$ cat config.mk
export PLATFORM = sky130hd
export DESIGN_NAME = fm_frag_server
export DESIGN_NICKNAME = d
export VERILOG_FILES = /design/src/rtl/fm_frag_server.sv
export SDC_FILE = /design/constraint.sdc
export NUM_CORES = 1
export LEC_CHECK = 0
export ABC_AREA = 1
export BUFFER_PORTS_ARGS = -buffer_cell sky130_fd_sc_hd__buf_4
export CORE_ASPECT_RATIO = 0.5
export CORE_MARGIN = 2
export CORE_UTILIZATION = 50
export DETAILED_ROUTE_END_ITERATION = 10
export PLACE_DENSITY = 0.65
export SLEW_MARGIN = 30
export SYNTH_ARGS = -nofsm -noshare
export SYNTH_HDL_FRONTEND = slang
export SYNTH_SLANG_ARGS = --single-unit
$ cat constraint.sdc
create_clock -name clk -period 1.85 [get_ports clk]
set_input_delay 0.0925 -clock clk [delete_from_list [all_inputs] [get_ports clk]]
set_output_delay 0.0925 -clock clk [all_outputs]
set_load 0.02 [all_outputs]
$ cat src/rtl/fm_frag_server.sv
// fm_frag_server: ping-pong fragment-memory read responder for the Extender
// Ports:
//   clk, rst_n                              clock (rising edge), asynchronous active-low reset
//   wr_valid, wr_ready, wr_base             base stream from the FM loader into the fill buffer
//   req_valid, req_ready, req_index         signed fragment start index, relative to the read buffer
//   rsp_valid, rsp_ready, rsp_frag, rsp_mask registered fragment and per-base real-data mask
//   rel                                     pulse releasing the current read buffer
//   buf_full                                per-buffer readable flag
// Define FM_FRAG_SERVER_WRAP_EN to take indices modulo FM_BUFFER_SIZE instead of zero-padding.
module fm_frag_server #(
  parameter int BASE_LEN          = 2,
  parameter int FRAG_LEN          = 8,
  parameter int FM_BUFFER_COUNT   = 2,
  parameter int FM_BUFFER_SIZE    = 32,
  parameter int INDICE_LEN        = $clog2(FM_BUFFER_SIZE),
  parameter int SIGNED_INDICE_LEN = INDICE_LEN + 1
) (
  input  logic                         clk,
  input  logic                         rst_n,
  input  logic                         wr_valid,
  output logic                         wr_ready,
  input  logic [BASE_LEN-1:0]          wr_base,
  input  logic                         req_valid,
  output logic                         req_ready,
  input  logic [SIGNED_INDICE_LEN-1:0] req_index,
  output logic                         rsp_valid,
  input  logic                         rsp_ready,
  output logic [BASE_LEN*FRAG_LEN-1:0] rsp_frag,
  output logic [FRAG_LEN-1:0]          rsp_mask,
  input  logic                         rel,
  output logic [FM_BUFFER_COUNT-1:0]   buf_full
);
`ifdef FM_FRAG_SERVER_WRAP_EN
  localparam bit WRAP = 1'b1;
`else
  localparam bit WRAP = 1'b0;
`endif
  localparam int PW = FM_BUFFER_COUNT > 1 ? $clog2(FM_BUFFER_COUNT) : 1;
  localparam int SW = SIGNED_INDICE_LEN + 1;
  localparam logic [INDICE_LEN-1:0] LAST = INDICE_LEN'(FM_BUFFER_SIZE - 1);
  localparam logic [INDICE_LEN-1:0] ONE = INDICE_LEN'(1);
  localparam logic [PW-1:0] PLAST = PW'(FM_BUFFER_COUNT - 1);
  localparam logic [PW-1:0] PONE = PW'(1);
  typedef enum logic [1:0] {EMPTY, FILLING, FULL} buf_st_t;
  typedef enum logic [1:0] {IDLE, SERVE, RESP} rd_st_t;
  buf_st_t bst_q [FM_BUFFER_COUNT];
  buf_st_t bst_d [FM_BUFFER_COUNT];
  rd_st_t st_q, st_d;
  logic [PW-1:0] wp_q, wp_d, rp_q, rp_d;
  logic [INDICE_LEN-1:0] off_q, off_d;
  logic pend_q, pend_d;
  logic [BASE_LEN*FRAG_LEN-1:0] frag_q, frag_d;
  logic [FRAG_LEN-1:0] mask_q, mask_d;
  logic [BASE_LEN-1:0] mem_q [FM_BUFFER_COUNT][FM_BUFFER_SIZE];
  logic [SW-1:0] idx [FRAG_LEN];
  logic wr_fire, req_fire, rel_eff, rp_full, do_rel;
  assign wr_ready  = bst_q[wp_q] != FULL;
  assign rp_full   = bst_q[rp_q] == FULL;
  assign req_ready = st_q == SERVE;
  assign rsp_valid = st_q == RESP;
  assign rsp_frag  = frag_q;
  assign rsp_mask  = mask_q;
  assign wr_fire   = wr_valid & wr_ready;
  assign req_fire  = req_valid & req_ready;
  // a release deferred from RESP is replayed once the FSM is back in SERVE
  assign rel_eff   = rel | pend_q;
  // a request in the same SERVE cycle wins; the release then stays pending
  assign do_rel    = st_q != RESP && rel_eff && rp_full && !req_fire;
  always_comb begin
    buf_full = '0;
    for (int i = 0; i < FM_BUFFER_COUNT; i++) buf_full[i] = bst_q[i] == FULL;
  end
  always_comb begin
    bst_d = bst_q;
    wp_d  = wp_q;
    off_d = off_q;
    rp_d  = rp_q;
    if (wr_fire) begin
      bst_d[wp_q] = off_q == LAST ? FULL : FILLING;
      off_d = off_q == LAST ? '0 : off_q + ONE;
      wp_d = off_q != LAST ? wp_q : wp_q == PLAST ? '0 : wp_q + PONE;
    end
    // write and release never target the same buffer: one needs FULL, the other not FULL
    if (do_rel) begin
      bst_d[rp_q] = EMPTY;
      rp_d = rp_q == PLAST ? '0 : rp_q + PONE;
    end
    st_d = do_rel ? IDLE :
           req_fire ? RESP :
           st_q == RESP && rsp_ready ? SERVE :
           st_q == IDLE && rp_full ? SERVE : st_q;
    pend_d = st_q == RESP ? pend_q | rel : req_fire & rel_eff;
  end
  // the sum is one bit wider than req_index, so an index is in range exactly when its top two bits are zero
  always_comb begin
    frag_d = '0;
    mask_d = '0;
    for (int k = 0; k < FRAG_LEN; k++) begin
      idx[k] = {req_index[SIGNED_INDICE_LEN-1], req_index} + SW'(k);
      mask_d[k] = WRAP || idx[k][SW-1:INDICE_LEN] == '0;
      frag_d[BASE_LEN*k +: BASE_LEN] = mask_d[k] ? mem_q[rp_q][idx[k][INDICE_LEN-1:0]] : '0;
    end
  end
  always_ff @(posedge clk or negedge rst_n) begin
    if (!rst_n) begin
      bst_q  <= '{default: EMPTY};
      st_q   <= IDLE;
      wp_q   <= '0;
      rp_q   <= '0;
      off_q  <= '0;
      pend_q <= 1'b0;
      frag_q <= '0;
      mask_q <= '0;
    end else begin
      bst_q  <= bst_d;
      st_q   <= st_d;
      wp_q   <= wp_d;
      rp_q   <= rp_d;
      off_q  <= off_d;
      pend_q <= pend_d;
      if (req_fire) begin
        frag_q <= frag_d;
        mask_q <= mask_d;
      end
    end
  end
  always_ff @(posedge clk) begin
    if (wr_fire) mem_q[wp_q][off_q] <= wr_base;
  end
endmodule
== Word level (Yosys, flattened, before mapping) ==
Memories as Yosys holds them, arrays and structs flattened.
Cells that the tools add are included.

* Add/sub/neg operators: 10
* $lt $le $gt $ge: 14
* Eq/ne operators: 9
* Mux-type cells: 58
* Bitwise gates (word level): 18
* Reduce and logical (&&, ||, !) cells: 20

{| class="wikitable"
|+ Operator list
! kind !! number
|-
| $bmux 2 s5 || 8
|-
| $mux 2 || 38
|-
| $mux 64 || 1
|-
| $ge 6x6->1 const B || 9
|-
| $not 5->6 || 9
|-
| $add 6x4->7 const B || 4
|-
| $logic_not 2->1 || 9
|-
| $add 6x3->7 const B || 2
|-
| $demux 2 s5 || 1
|-
| $eq 2x2->1 const B || 4
|-
| $logic_and 1x1->1 || 8
|-
| $mux 4 || 2
|-
| $add 6x2->7 const B || 1
|-
| $lt 6x1->1 const B || 1
|-
| $add 5x1->5 const B || 1
|-
| $eq 5x5->1 const B || 1
|-
| $mux 5 || 1
|-
| $ne 5x5->1 const B || 1
|-
| $and 4x4->4 || 1
|-
| $bwmux 4 || 1
|-
| $demux 2 s1 || 2
|-
| $ge 2x2->1 const B || 2
|-
| $lt 2x1->1 const B || 2
|-
| $mux 1 || 4
|-
| 11 further kinds || 16
|}

* Register bits: 38
* RAM bits: 128
* Memories: 1

{| class="wikitable"
|+ Memories
! name !! words !! width !! read ports !! clocked after memory_dff !! wr ports !! line !! RTL
|-
| mem_q || 2 || 64 || 1 || 0 || 1 || 54 || <nowiki>logic [BASE_LEN-1:0] mem_q [FM_BUFFER_COUNT][FM_BUFFER_SIZE];</nowiki>
|}

== Longest topological paths before layout ==
* Depth in word-level cells: 10
* Gate-level depth with buffers: 13
* Depth with buffers taken out: 11

== Least setup slack after synthesis ==
No wires, ideal clock.

* Path kind: input-to-reg
* Start point: input req_index[2]
* End point: register frag_q[4] (netlist: rsp_frag[4])
* Data arrival time: 1897 ps
* Required time: 1733 ps
* Path slack: -164 ps
* Stages on the path: 12
* Buffers on the path: 4
* Cells stage by stage: buf_6 -> inv_4 -> clkbuf_1 -> ha_1 -> clkbuf_1 -> inv_1 -> clkbuf_1 -> nand3_1 -> nand3_1 -> nand3_1 -> nand3_1 -> nand2_1

* Word-level cells in the longest chain between the ends: 6

{| class="wikitable"
|+ Ends and longest elaborated chain
! item !! line !! RTL
|-
| start, declared || 25 || <nowiki>input logic [SIGNED_INDICE_LEN-1:0] req_index,</nowiki>
|-
| $add 6x3->7 * || 99 || <nowiki>idx[k] = {req_index[SIGNED_INDICE_LEN-1], req_index} + SW'(k);</nowiki>
|-
| $not 5->6 (implied by the code) || 101 || <nowiki>frag_d[BASE_LEN*k +: BASE_LEN] = mask_d[k] ? mem_q[rp_q][idx[k][INDICE_LEN-1:0]] : '0;</nowiki>
|-
| $bmux 2 s5 || 101 ||
|-
| $mux 2 (implied by the code) (2 in a row) || 101 ||
|-
| $mux 2 * || 101 ||
|-
| end signal, assigned || 122 || <nowiki>frag_q <= frag_d;</nowiki>
|-
| end, declared || 52 || <nowiki>logic [BASE_LEN*FRAG_LEN-1:0] frag_q, frag_d;</nowiki>
|}

Every way passes the cells marked *; elsewhere a longest branch is shown, timed or not. The select of a mux whose other input is x is not followed.
A chain may end at the register's enable or synchronous reset.

== Worst setup path in the final report ==
* Start point: register rp_q
* End point: register frag_q[1] (netlist: rsp_frag[1])

* Word-level cells in the longest chain between the ends: 5

{| class="wikitable"
|+ Ends and longest elaborated chain
! item !! line !! RTL
|-
| start, declared || 49 || <nowiki>logic [PW-1:0] wp_q, wp_d, rp_q, rp_d;</nowiki>
|-
| start signal, assigned || 118 || <nowiki>rp_q <= rp_d;</nowiki>
|-
| $mem_v2 2x64 || -- ||
|-
| $bmux 2 s5 || 101 ||
|-
| $mux 2 (implied by the code) (2 in a row) || 101 ||
|-
| $mux 2 || 101 ||
|}

Every way passes these cells. The select of a mux whose other input is x is not followed.

==> report_table.html <==
<table>
<tr><th>Metric</th><th>Value</th></tr>
<tr><th colspan="2">Status</th></tr>
<tr><td>Status</td><td>complete, but fails checks</td></tr>
<tr><td>Violated checks</td><td>negative setup slack</td></tr>
<tr><th colspan="2">Detailed routing</th></tr>
<tr><td>Average wire length per cell after detail routing</td><td>24.7 um</td></tr>
<tr><td>Via count</td><td>9942</td></tr>
<tr><td>Count of routing violations after the opening detailed-route iteration</td><td>1466</td></tr>
<tr><td>Routed vias/inst</td><td>6.24</td></tr>
<tr><td>Count of nets left with antenna violations after detail routing</td><td>0</td></tr>
<tr><td>DRC violations left</td><td>0</td></tr>
<tr><td>Length of the first detailed-routing pass in iterations</td><td>6</td></tr>
<tr><td>WL final</td><td>39300 um</td></tr>
<tr><th colspan="2">Die</th></tr>
<tr><td>Row count</td><td>36</td></tr>
<tr><td>X dimension of the die</td><td>201 um</td></tr>
<tr><td>Effective utilization at floorplan</td><td>0.505</td></tr>
<tr><td>Core Area</td><td>19300 sq um</td></tr>
<tr><td>Die outline height</td><td>103 um</td></tr>
<tr><td>Area enclosed by the die boundary</td><td>20700 sq um</td></tr>
<tr><td>Top-level I/O count</td><td>43</td></tr>
<tr><th colspan="2">Clocking</th></tr>
<tr><td>Clock-pin slew of the registers on the worst-case setup and hold paths</td><td>0.07 ns</td></tr>
<tr><td>Root buffer selected by CTS</td><td>sky130_fd_sc_hd__clkbuf_16</td></tr>
<tr><td>Number of levels in the clock H-tree</td><td>4</td></tr>
<tr><td>CTS sink cnt</td><td>166</td></tr>
<tr><td>Number of CTS-inserted buffers</td><td>17</td></tr>
<tr><td>Maximum buffer depth of the clock tree</td><td>2</td></tr>
<tr><td>Later-pin clock latency in the skew report</td><td>0.44 ns</td></tr>
<tr><td>TritonCTS clock tree</td><td>done</td></tr>
<tr><th colspan="2">Critical path</th></tr>
<tr><td>Cell depth of the worst flop-to-flop path</td><td>11</td></tr>
<tr><td>Category of the most critical setup path</td><td>register to register</td></tr>
<tr><td>Worst path max stage delay</td><td>0.46 ns</td></tr>
<tr><td>Cell type of the slowest stage on the worst timing path</td><td>sky130_fd_sc_hd__dfrtp_2</td></tr>
<tr><td>CP max FO</td><td>21</td></tr>
<tr><td>Reg-to-reg startpoint</td><td>rp_q$_DFFE_PN0P_</td></tr>
<tr><td>Critical Path End</td><td>rsp_frag[1]$_DFFE_PN0P_</td></tr>
<tr><td>Element type at the critical path start</td><td>register</td></tr>
<tr><td>Cells traversed along the worst timing path</td><td>clkinv_4 &gt; buf_12 &gt; buf_4 &gt; nand2_1 &gt; nand3_1 &gt; nand3_2 &gt; nand3_1 &gt; nand3_2 &gt; nand3_2 &gt; nand2_1 &gt; nand2_1</td></tr>
<tr><td>Beginning of the critical path</td><td>rp_q$_DFFE_PN0P_</td></tr>
<tr><td>Endpoint class of the critical path</td><td>register</td></tr>
<tr><td>Critical path arrival</td><td>2.31 ns</td></tr>
<tr><td>Destination of the worst register-to-register timing path</td><td>rsp_frag[1]$_DFFE_PN0P_</td></tr>
<tr><td>Required time of the critical path</td><td>2.18 ns</td></tr>
<tr><td>Reg-to-reg slack, setup</td><td>-0.13 ns</td></tr>
<tr><th colspan="2">STA</th></tr>
<tr><td>Clock Skews</td><td>0.0105 ns</td></tr>
<tr><td>Final Hold Viols</td><td>0</td></tr>
<tr><td>Worst hold slack</td><td>0.0623 ns</td></tr>
<tr><td>Max transition margin</td><td>0.555</td></tr>
<tr><td>Setup TNS</td><td>-0.494 ns</td></tr>
<tr><td>Final critical delay including setup and external delays</td><td>1.98 ns</td></tr>
<tr><td>Worst Tran Pin Value</td><td>0.668 ns</td></tr>
<tr><td>Max Slew Vio Count</td><td>0</td></tr>
<tr><td>RSZ-0062 raised after global routing</td><td>yes</td></tr>
<tr><td>Highest Clock Rate</td><td>506 MHz</td></tr>
<tr><td>Period utilization</td><td>1.07</td></tr>
<tr><td>Setup-violating endpoint count in the final report</td><td>12</td></tr>
<tr><td>Post-layout worst setup margin</td><td>-0.127 ns</td></tr>
<tr><th colspan="2">Synth</th></tr>
<tr><td>Post-Syn Area</td><td>9730 sq um</td></tr>
<tr><td>Flip-flop and latch count after synthesis</td><td>166</td></tr>
<tr><td>Sequential share of the synthesized area</td><td>0.493</td></tr>
<tr><td>Count of yosys warnings during synthesis</td><td>0</td></tr>
<tr><td>Post-Synthesis Mean Instance Area</td><td>8.17 sq um</td></tr>
<tr><td>Mapped Cells</td><td>1191</td></tr>
<tr><td>Count of different cell masters after synthesis</td><td>28</td></tr>
<tr><td>Synthesized netlist net count</td><td>1223</td></tr>
<tr><th colspan="2">Final layout</th></tr>
<tr><td>Area growth syn-to-layout</td><td>30.0%</td></tr>
<tr><td>Fill count</td><td>1635</td></tr>
<tr><td>Final net count</td><td>1344</td></tr>
<tr><td>Most frequent standard cell in the layout excluding fill and tap cells</td><td>sky130_fd_sc_hd__nand3_1</td></tr>
<tr><td>Most frequent cells in the layout</td><td>414 x sky130_fd_sc_hd__nand3_1, 223 x sky130_fd_sc_hd__nand2_1, 143 x sky130_fd_sc_hd__buf_4</td></tr>
<tr><td>Cell area after layout</td><td>12700 sq um</td></tr>
<tr><td>Share of final-layout standard cells stronger than drive strength 1</td><td>0.272</td></tr>
<tr><td>Core utilization of the finished layout</td><td>0.656</td></tr>
<tr><th colspan="2">Global route</th></tr>
<tr><td>Vias in the first global route</td><td>8857</td></tr>
<tr><td>Overflow after GRT</td><td>0</td></tr>
<tr><td>Maximum number of pins on one net before global-route repair</td><td>65</td></tr>
<tr><td>GRT Overall Usage</td><td>0.376</td></tr>
<tr><td>Wire length of the first global-routing pass</td><td>56000 um</td></tr>
<tr><td>Number of antenna violations at the first check in global routing</td><td>1</td></tr>
<tr><th colspan="2">Placement</th></tr>
<tr><td>PortBufs</td><td>42</td></tr>
<tr><td>HPWL after DPL</td><td>27900 um</td></tr>
<tr><td>Placer Congestion</td><td>1.08</td></tr>
<tr><td>Post-detailed-placement cell area</td><td>11300 sq um</td></tr>
<tr><th colspan="2">Job</th></tr>
<tr><td>Max-capacitance violation count</td><td>0</td></tr>
<tr><th colspan="2">Power</th></tr>
<tr><td>Static power due to leakage</td><td>5.21 nW</td></tr>
<tr><td>Sum of internal, switching and leakage power</td><td>0.0161 W</td></tr>
<tr><td>Power per cell area</td><td>1270 nW/um^2</td></tr>
<tr><td>Peak VDD IR</td><td>1.23 mV</td></tr>
<tr><th colspan="2">Hold path</th></tr>
<tr><td>Worst hold path class</td><td>input port to register</td></tr>
</table>
-- cell type report --
type                    count  area (sq um)  area share
multi-input cells         896          5160       0.408
flip-flops and latches    166          4800       0.379
repair buffers            170          1540       0.122
clock buffers              20           437      0.0345
well taps                 266           333      0.0263
inverters                  61           236      0.0187
clock inverters            12           141      0.0112
diodes                      1          2.50    0.000198
-- where the power goes --
| group | switching (W) | internal [W] |
|---|---|---|
| combinational | 0.00511 | 0.00252 |
| sequential | 0.000330 | 0.00447 |
| clock | 0.00163 | 0.00202 |
-- cells by family (layout without fill, tap and decap cells) --
| group | count (synthesis) | in the layout | share of synthesized area |
|---|---|---|---|
| buffers and inverters | 129 | 263 | 0.0575 |
| other | 0 | 1 | 0 |
| XOR/XNOR | 14 | 14 | 0.0149 |
| flip-flops | 166 | 166 | 0.493 |
| AND/OR/NAND/NOR | 827 | 827 | 0.391 |
| AO/OA/AOI/OAI | 37 | 37 | 0.0206 |
| adder cells (fa/ha/maj) | 18 | 18 | 0.0231 |
-- worst min-delay path by stage --
stage                                    endpoint      from  slack, ns  cells after the start
after detailed placement  rsp_frag[8]$_DFFE_PN0P_     rst_n       0.14                      1
after CTS                    off_q[3]$_DFFE_PN0N_  wr_valid        0.1                      4
final                        off_q[3]$_DFFE_PN0N_  wr_valid       0.06                      4
after floorplan                bst_q[0]$_DFF_PN0_     rst_n      -0.20                      0
after global placement    rsp_frag[8]$_DFFE_PN0P_     rst_n       0.13                      1
after global routing         off_q[2]$_DFFE_PN0N_  wr_valid       0.09                      5
-- metal layers --
metal | part of all wire | vias up | global-route usage | routed length [um]
met1 | 0.43 | 4755 | 0.549 | 16800
met3 | 0.17 | 38 | 0.195 | 6500
met4 | 0.012 | 2 | 0.0707 | 465
li1 | - | 4466 | - | -
met2 | 0.39 | 681 | 0.491 | 15300
met5 | 0.0035 | - | 0 | 138
-- stage by stage --
step,std cells,setup WS [ns]
floorplan,1191,0.00748
global placement,1546,0.0115
detailed placement,1546,0.0129
CTS,1584,0.00594
global route,1591,-0.170
finish,1592,-0.127
-- worst max-delay path: cells and delay by family (launching register included) --
kind	cells	cell delay (ns)
buffers and inverters	3	0.47
DFF	1	0.46
and+or+nand+nor	8	0.93
-- sequential cells by signal, summed over array words and instances (netlist names) --
| register | count |
|---|---|
| mem_q | 128 |
| rsp_mask | 8 |
| rp_q | 1 |
| rsp_frag | 16 |
| st_q | 2 |
| off_q | 5 |
| pend_q | 1 |
| wp_q | 1 |
| bst_q | 4 |
-- Yosys cell counts --
cell type / instances / area [sq um]
sky130_fd_sc_hd__inv_2: 7 / 26.3
sky130_fd_sc_hd__o21ai_0: 18 / 90.1
sky130_fd_sc_hd__a21oi_1: 11 / 55.1
sky130_fd_sc_hd__buf_1: 5 / 18.8
sky130_fd_sc_hd__xor2_1: 10 / 87.6
sky130_fd_sc_hd__nor3_1: 67 / 335
sky130_fd_sc_hd__buf_4: 6 / 45.0
sky130_fd_sc_hd__buf_6: 1 / 11.3
sky130_fd_sc_hd__a31oi_1: 1 / 6.26
sky130_fd_sc_hd__o211ai_1: 4 / 30.0
sky130_fd_sc_hd__nand3_1: 492 / 2460
sky130_fd_sc_hd__nand2_1: 231 / 867
sky130_fd_sc_hd__xor2_2: 1 / 16.3
sky130_fd_sc_hd__dfrtp_1: 38 / 951
sky130_fd_sc_hd__clkbuf_1: 22 / 82.6
sky130_fd_sc_hd__xnor2_2: 2 / 32.5
sky130_fd_sc_hd__nand2_2: 1 / 6.26
sky130_fd_sc_hd__ha_1: 18 / 225
sky130_fd_sc_hd__xnor2_1: 1 / 8.76
sky130_fd_sc_hd__inv_4: 1 / 6.26
sky130_fd_sc_hd__o21ai_2: 1 / 8.76
sky130_fd_sc_hd__nor4_1: 1 / 6.26
sky130_fd_sc_hd__edfxtp_1: 128 / 3840
sky130_fd_sc_hd__buf_2: 34 / 170
sky130_fd_sc_hd__nor2_1: 35 / 131
sky130_fd_sc_hd__clkinv_1: 1 / 3.75
sky130_fd_sc_hd__o21ai_1: 2 / 10.0
sky130_fd_sc_hd__inv_1: 52 / 195
-- what timing repair did --
item	in CTS	in global routing
buffers inserted	0	5
gates cloned	1	2
pin swaps	0	10
endpoints found under the hold margin	41	0
setup endpoints to repair	4	84
resized for setup	3	132
hold buffers	5	0
Power figures use the tool's default switching activity.
